**config.mk**
```make
export PLATFORM = sky130hd
export DESIGN_NAME = adc_dac_scan_system
export DESIGN_NICKNAME = d
export VERILOG_FILES = /design/src/rtl/adc_dac_pkg.sv /design/src/rtl/sar_converter.sv /design/src/rtl/adc_dac_scan_system.sv
export SDC_FILE = /design/constraint.sdc
export NUM_CORES = 1
export LEC_CHECK = 0
export BUFFER_PORTS_ARGS = -buffer_cell sky130_fd_sc_hd__buf_2
export CAP_MARGIN = 0
export CORE_UTILIZATION = 50
export CTS_BUF_LIST = sky130_fd_sc_hd__clkbuf_8
export DETAILED_ROUTE_END_ITERATION = 7
export PLACE_DENSITY = 0.7
export SLEW_MARGIN = 15
export SYNTH_ARGS = -nofsm -noshare
export SYNTH_HDL_FRONTEND = slang
export SYNTH_SLANG_ARGS = --single-unit
```
**constraint.sdc**
```tcl
create_clock -name clk -period 3.5 [get_ports clk]
set_input_delay 0.7 -clock clk [delete_from_list [all_inputs] [get_ports clk]]
set_output_delay 0.7 -clock clk [all_outputs]
set_load 0.01 [all_outputs]
```
**src/rtl/adc_dac_pkg.sv**
```systemverilog
// Shared types and helpers for the multi-channel ADC->DAC scan system.
package adc_dac_pkg;

   typedef enum logic [1:0] {
      IDLE,
      SAMPLE,
      CONVERT,
      DONE
   } state_e;

   // Channel-index width; a single channel still needs one bit.
   function automatic int ch_w(input int num_ch);
      return (num_ch > 1) ? $clog2(num_ch) : 1;
   endfunction

   // LSB position of channel ch in a packed bus of width-bit lanes.
   function automatic int ch_lsb(input int ch, input int width);
      return ch * width;
   endfunction

endpackage

```
**src/rtl/sar_converter.sv**
```systemverilog
// Cycle-accurate successive-approximation model: one start cycle, then WIDTH
// trial cycles MSB first. done is asserted during the final trial cycle.
module sar_converter #(
   parameter int WIDTH = 10
) (
   input  logic             clk,
   input  logic             rst,
   input  logic             start,
   input  logic [WIDTH-1:0] hold,
   output logic             done,
   output logic [WIDTH-1:0] result
);

   localparam int BW = $clog2(WIDTH);

   logic             active_q;
   logic [BW-1:0]    bit_q;
   logic [WIDTH-1:0] hold_q;
   logic [WIDTH-1:0] result_q;
   logic [WIDTH-1:0] trial;
   logic [WIDTH-1:0] result_d;

   always_comb begin
      trial    = result_q | (WIDTH'(1) << bit_q);
      result_d = (hold_q >= trial) ? trial : result_q;
   end

   // result carries the decided value of the current bit so the caller can
   // latch the final code in the same cycle done is high.
   assign done   = active_q && (bit_q == '0);
   assign result = result_d;

   always_ff @(posedge clk or posedge rst) begin
      if (rst) begin
         active_q <= 1'b0;
         bit_q    <= '0;
         hold_q   <= '0;
         result_q <= '0;
      end else if (start) begin
         active_q <= 1'b1;
         bit_q    <= BW'(WIDTH - 1);
         hold_q   <= hold;
         result_q <= '0;
      end else if (active_q) begin
         result_q <= result_d;
         if (bit_q == '0) begin
            active_q <= 1'b0;
         end else begin
            bit_q <= bit_q - BW'(1);
         end
      end
   end

endmodule

```
**src/rtl/adc_dac_scan_system.sv**
```systemverilog
// Periodic round-robin ADC scan: sample timer, scan FSM, SAR converter,
// per-channel DAC hold bank, tagged result stream and sticky overrun flag.
module adc_dac_scan_system
   import adc_dac_pkg::*;
#(
   parameter int WIDTH      = 10,
   parameter int NUM_CH     = 4,
   parameter int SAMPLE_DIV = 64
) (
   input  logic                      clk,
   input  logic                      rst,
   input  logic                      enable,
   input  logic [NUM_CH*WIDTH-1:0]   analog_in,
   input  logic                      overrun_clr,
   output logic [NUM_CH*WIDTH-1:0]   analog_out,
   output logic                      sample_valid,
   output logic [ch_w(NUM_CH)-1:0]   sample_ch,
   output logic [WIDTH-1:0]          sample_data,
   output logic                      busy,
   output logic                      overrun
);

   localparam int                CH_W    = ch_w(NUM_CH);
   localparam int                CNT_W   = $clog2(SAMPLE_DIV);
   localparam logic [CH_W-1:0]   LAST_CH = CH_W'(NUM_CH - 1);
   localparam logic [CNT_W-1:0]  CNT_MAX = CNT_W'(SAMPLE_DIV - 1);

   state_e                  state_q;
   logic [CNT_W-1:0]        cnt_q, cnt_d;
   logic [CH_W-1:0]         ch_q;
   logic [NUM_CH*WIDTH-1:0] dac_q;
   logic [WIDTH-1:0]        sample_data_q;
   logic [CH_W-1:0]         sample_ch_q;
   logic                    sample_valid_q;
   logic                    overrun_q, overrun_d;
   logic                    tick;
   logic                    sar_start, sar_done;
   logic [WIDTH-1:0]        sar_hold, sar_result;

   assign tick = enable && (cnt_q == CNT_MAX);

   // A tick that finds the scan busy is dropped; flagging it beats a clear.
   always_comb begin
      cnt_d = cnt_q + CNT_W'(1);
      if (!enable || tick) begin
         cnt_d = '0;
      end
      overrun_d = overrun_q;
      if (overrun_clr) begin
         overrun_d = 1'b0;
      end
      if (tick && (state_q != IDLE)) begin
         overrun_d = 1'b1;
      end
   end

   assign sar_start = (state_q == SAMPLE);
   assign sar_hold  = analog_in[ch_lsb(int'(ch_q), WIDTH) +: WIDTH];

   sar_converter #(
      .WIDTH (WIDTH)
   ) u_sar (
      .clk    (clk),
      .rst    (rst),
      .start  (sar_start),
      .hold   (sar_hold),
      .done   (sar_done),
      .result (sar_result)
   );

   always_ff @(posedge clk or posedge rst) begin
      if (rst) begin
         state_q        <= IDLE;
         cnt_q          <= '0;
         ch_q           <= '0;
         dac_q          <= '0;
         sample_data_q  <= '0;
         sample_ch_q    <= '0;
         sample_valid_q <= 1'b0;
         overrun_q      <= 1'b0;
      end else begin
         cnt_q          <= cnt_d;
         overrun_q      <= overrun_d;
         sample_valid_q <= 1'b0;
         case (state_q)
            IDLE: begin
               if (tick) begin
                  state_q <= SAMPLE;
               end
            end
            SAMPLE: begin
               state_q <= CONVERT;
            end
            CONVERT: begin
               if (sar_done) begin
                  sample_valid_q <= 1'b1;
                  sample_data_q  <= sar_result;
                  sample_ch_q    <= ch_q;
                  state_q        <= DONE;
               end
            end
            DONE: begin
               dac_q[ch_lsb(int'(ch_q), WIDTH) +: WIDTH] <= sample_data_q;
               if (ch_q == LAST_CH) begin
                  ch_q    <= '0;
                  state_q <= IDLE;
               end else begin
                  ch_q    <= ch_q + CH_W'(1);
                  state_q <= SAMPLE;
               end
            end
            default: begin
               state_q <= IDLE;
            end
         endcase
      end
   end

   assign analog_out   = dac_q;
   assign sample_valid = sample_valid_q;
   assign sample_ch    = sample_ch_q;
   assign sample_data  = sample_data_q;
   assign busy         = (state_q != IDLE);
   assign overrun      = overrun_q;

endmodule

```
==> results by group <==
Worst setup path
  • Most used cell, CP: nand2_1
  • CP Cell Sequence: nor2_1 > nand2_1 > nand2_1 > ha_1 > nand2b_1 > a211oi_1 > nor3_1 > nor4_4 > o32ai_1
  • Startpoint types: flop
  • Critical path capture point type: flop
  • Worst reg-to-reg setup slack: 0.64 ns
  • Crit path buf inv count: 0
  • CP Max Fanout: 14
  • CP Data Required Time: between 3 and 4 ns
  • Worst R2R Start: u_sar.bit_q[2]
  • CP max-delay cell: nor4_4
  • Crit path max-delay family: simple AND/OR/NAND/NOR gates
  • Critical Path Source: u_sar.bit_q[2]
  • CP Data Arrival Time: a little over 3 ns
  • CP peak stage delay: ~0.64 ns
  • Setup CP Type: reg2reg

Power
  • Pleak: 2.63 nW
  • Pwr/cell area: 561 nW/um^2
  • Total chip power: ~3.2 mW
  • VDD IR max: around 0.22 mV

Final layout
  • Nets: 612
  • Fraction of layout cells with a size suffix above 1: between 20% and 30%
  • Area delta synth->final: 15.8%
  • Diodes inserted: 0

STA
  • Setup TNS: 0 ns
  • Final Hold Viols: 0
  • Post-route setup slack: about 0.64 ns
  • Final Setup Violations: 0
  • Fmax: 0.350 GHz
  • Clock period minus worst slack: 2.86 ns
  • Final Cycle Share: 81.6%
  • Hold_ws: 0.303 ns
  • Max-Slew Margin vs Limit: between 40% and 50%
  • Slew @ Worst Pin: roughly 0.85 ns
  • Final Slew Violations: 0
  • RSZ-0062 raised after global routing: no
  • Skew final: roughly 0.018 ns

Yosys
  • EDFF count, synth: 0
  • Avg Inst Size Synth: ~11 sq um
  • Ys Warns: 0
  • Mapped Nets: about 520
  • Unique masters post-synth: between 50 and 60
  • Post-Synthesis Cells: around 450
  • Synth async-reset ratio: 100%
  • Post-Syn Area: 4870 sq um
  • Yosys reg bits: slightly below 90
  • Prevailing post-synth register cell: dfrtp_1
  • Post-synthesis sequential area ratio: 45.7%

Detailed routing
  • TritonRoute pass-1 iters: 4
  • Final wirelength: approximately 11 mm
  • Drt drc: 0
  • Antenna-violating nets left: 0
  • Vias: around 3800
  • Initial DRC count: around 250
  • DR vias/cell: 5.60
  • Drt wl/cell: between 15 and 20 um

Run status
  • Outcome: finished clean

Die
  • Initial Utilization: between 50% and 60%
  • Die Ht: between 100 and 150 um
  • Die Width: a little over 100 um
  • Core Region: 9330 sq um
  • Die ar.: between 10000 and 15000 sq um
  • # rows: 35
  • IO Pins: 99

Global routing
  • GRT Total Usage: between 20 and 25%
  • Wire length of the first global-routing pass: 18.0 mm
  • GRT overflow: 0
  • Largest net degree at the start of global routing: 37
  • Initial antenna violation count: 0
  • Number of global-route vias before repair: ~3700

CTS
  • Post-CTS sizing: 0
  • CTS HTree Levels: 3
  • Clock Latency Late Sink: 0.36 ns
  • CTS Buf Count: 9
  • CTS Buffer Depth: 2
  • Hold_buf cts: 0
  • Clk sinks: a little under 90
  • Postcts setup bufs: 0
  • Clock root cell: clkbuf_8
  • Clock Pin Slew Worst Setup and Hold Paths: ~0.09 ns
  • TritonCTS clock tree: yes

Placement
  • Pre-CTS WS: between 0.6 and 0.7 ns
  • Gpl congestion: roughly 0.95
  • Hpwl dp: around 8.2 mm
  • I/O Buffers: 98

Job
  • Max cap viols: 0

Hold path
  • HP Class: in2async
-- final timing paths --
check	endpoint	depth (start not counted)
max in group asynchronous	analog_out[9]	3
setup reg to reg	u_sar.result_q[9]	9
hold / removal	cnt_q[1]	2
setup / recovery	u_sar.result_q[9]	9
min in group clk	cnt_q[0]	1
hold reg to reg	cnt_q[0]	1
-- flip-flops by register name, indices dropped and copies added, names as in the netlist, 2 cells and up --
signal          count
ch_q                2
analog_out         40
u_sar.hold_q       10
state_q             2
cnt_q               6
u_sar.result_q     10
u_sar.bit_q         4
sample_ch           2
sample_data        10
-- cells by family (layout without fill, tap and decap cells) --
| family | after synthesis | count (layout) | synth area share, % |
|---|---|---|---|
| simple gates | 132 | 132 | 14.6 |
| compound gates | 110 | 110 | 14.7 |
| flops | 89 | 89 | 45.7 |
| buf+inv | 48 | 143 | 4.80 |
| mux | 38 | 38 | 11.9 |
| fa+ha+maj | 27 | 27 | 6.94 |
| xor+xnor | 7 | 7 | 1.26 |
-- layout by cell type (no fill, tap or decap), types with 7 or more instances in the layout --
| cell type | count |
|---|---|
| buf_2 | 98 |
| dfrtp_1 | 89 |
| nand2_1 | 51 |
| o21ai_0 | 31 |
| ha_1 | 27 |
| a21oi_1 | 23 |
| inv_1 | 20 |
| nor2_1 | 20 |
| a22o_1 | 16 |
| mux2_2 | 11 |
| mux2i_1 | 11 |
| clkbuf_8 | 11 |
| nand2b_1 | 8 |
| nor2b_1 | 8 |
| buf_4 | 7 |
-- metal layers --
layer	vias to the layer above	track usage, %	part of all wire, %
met4	0	7.92	2.2
met5	-	0	0
met3	20	4.72	4.9
li1	1806	-	-
met1	1840	31.6	46
met2	114	36.5	47
-- per-stage QoR --
step	instance area, sq um	utilization [%]	std cells
final	5640	60.4	675
after detailed placement	5420	58.1	659
after global routing	5640	60.4	675
after global placement	5420	58.1	659
after floorplan	4870	-	451
after CTS	5640	60.4	675
-- report_power, final --
part	internal, mW	switching [mW]	leakage, nW
combinational	0.434	0.498	1.43
clock	0.372	0.381	0.0982
sequential	1.28	0.198	1.10
-- cell usage after synthesis (2+ instances only) --
master | n | area (sq um)
a31oi_1 | 2 | 12.5
nor2b_1 | 8 | 50.1
o21ai_1 | 6 | 30.0
o21ai_0 | 31 | 155
clkbuf_1 | 10 | 37.5
a211oi_1 | 3 | 22.5
mux2i_1 | 11 | 110
nor3_2 | 3 | 30.0
nand3_1 | 6 | 30.0
nand4b_1 | 4 | 35.0
inv_1 | 21 | 78.8
buf_4 | 3 | 22.5
a22o_1 | 16 | 140
ha_1 | 27 | 338
nor2_1 | 20 | 75.1
a21oi_1 | 23 | 115
xor2_1 | 4 | 35.0
mux2_4 | 5 | 75.1
mux4_1 | 6 | 158
nor3b_2 | 2 | 25.0
buf_6 | 2 | 22.5
xnor2_1 | 3 | 26.3
nor3_1 | 6 | 30.0
nand2_1 | 51 | 191
nand2b_1 | 8 | 50.1
and2_1 | 4 | 25.0
nand3b_1 | 2 | 15.0
buf_2 | 9 | 45.0
dfrtp_1 | 89 | 2230
nand4_1 | 2 | 12.5
or3_1 | 2 | 12.5
a22oi_1 | 5 | 37.5
o41ai_2 | 2 | 32.5
mux2_2 | 11 | 124
mux4_2 | 5 | 113
o32ai_1 | 6 | 52.6
o31ai_1 | 5 | 37.5
o22ai_1 | 6 | 37.5
and3_1 | 5 | 31.3
-- layout make-up --
cell class / instances / area (sq um)
clock buffer: 11 / 151
tap: 129 / 161
multi-input combinational: 314 / 2410
timing repair buffer: 105 / 543
fill: 797 / 3690
clock inverter: 5 / 61.3
inverter: 22 / 83.8
sequential: 89 / 2230
Power figures use the tool's default switching activity.
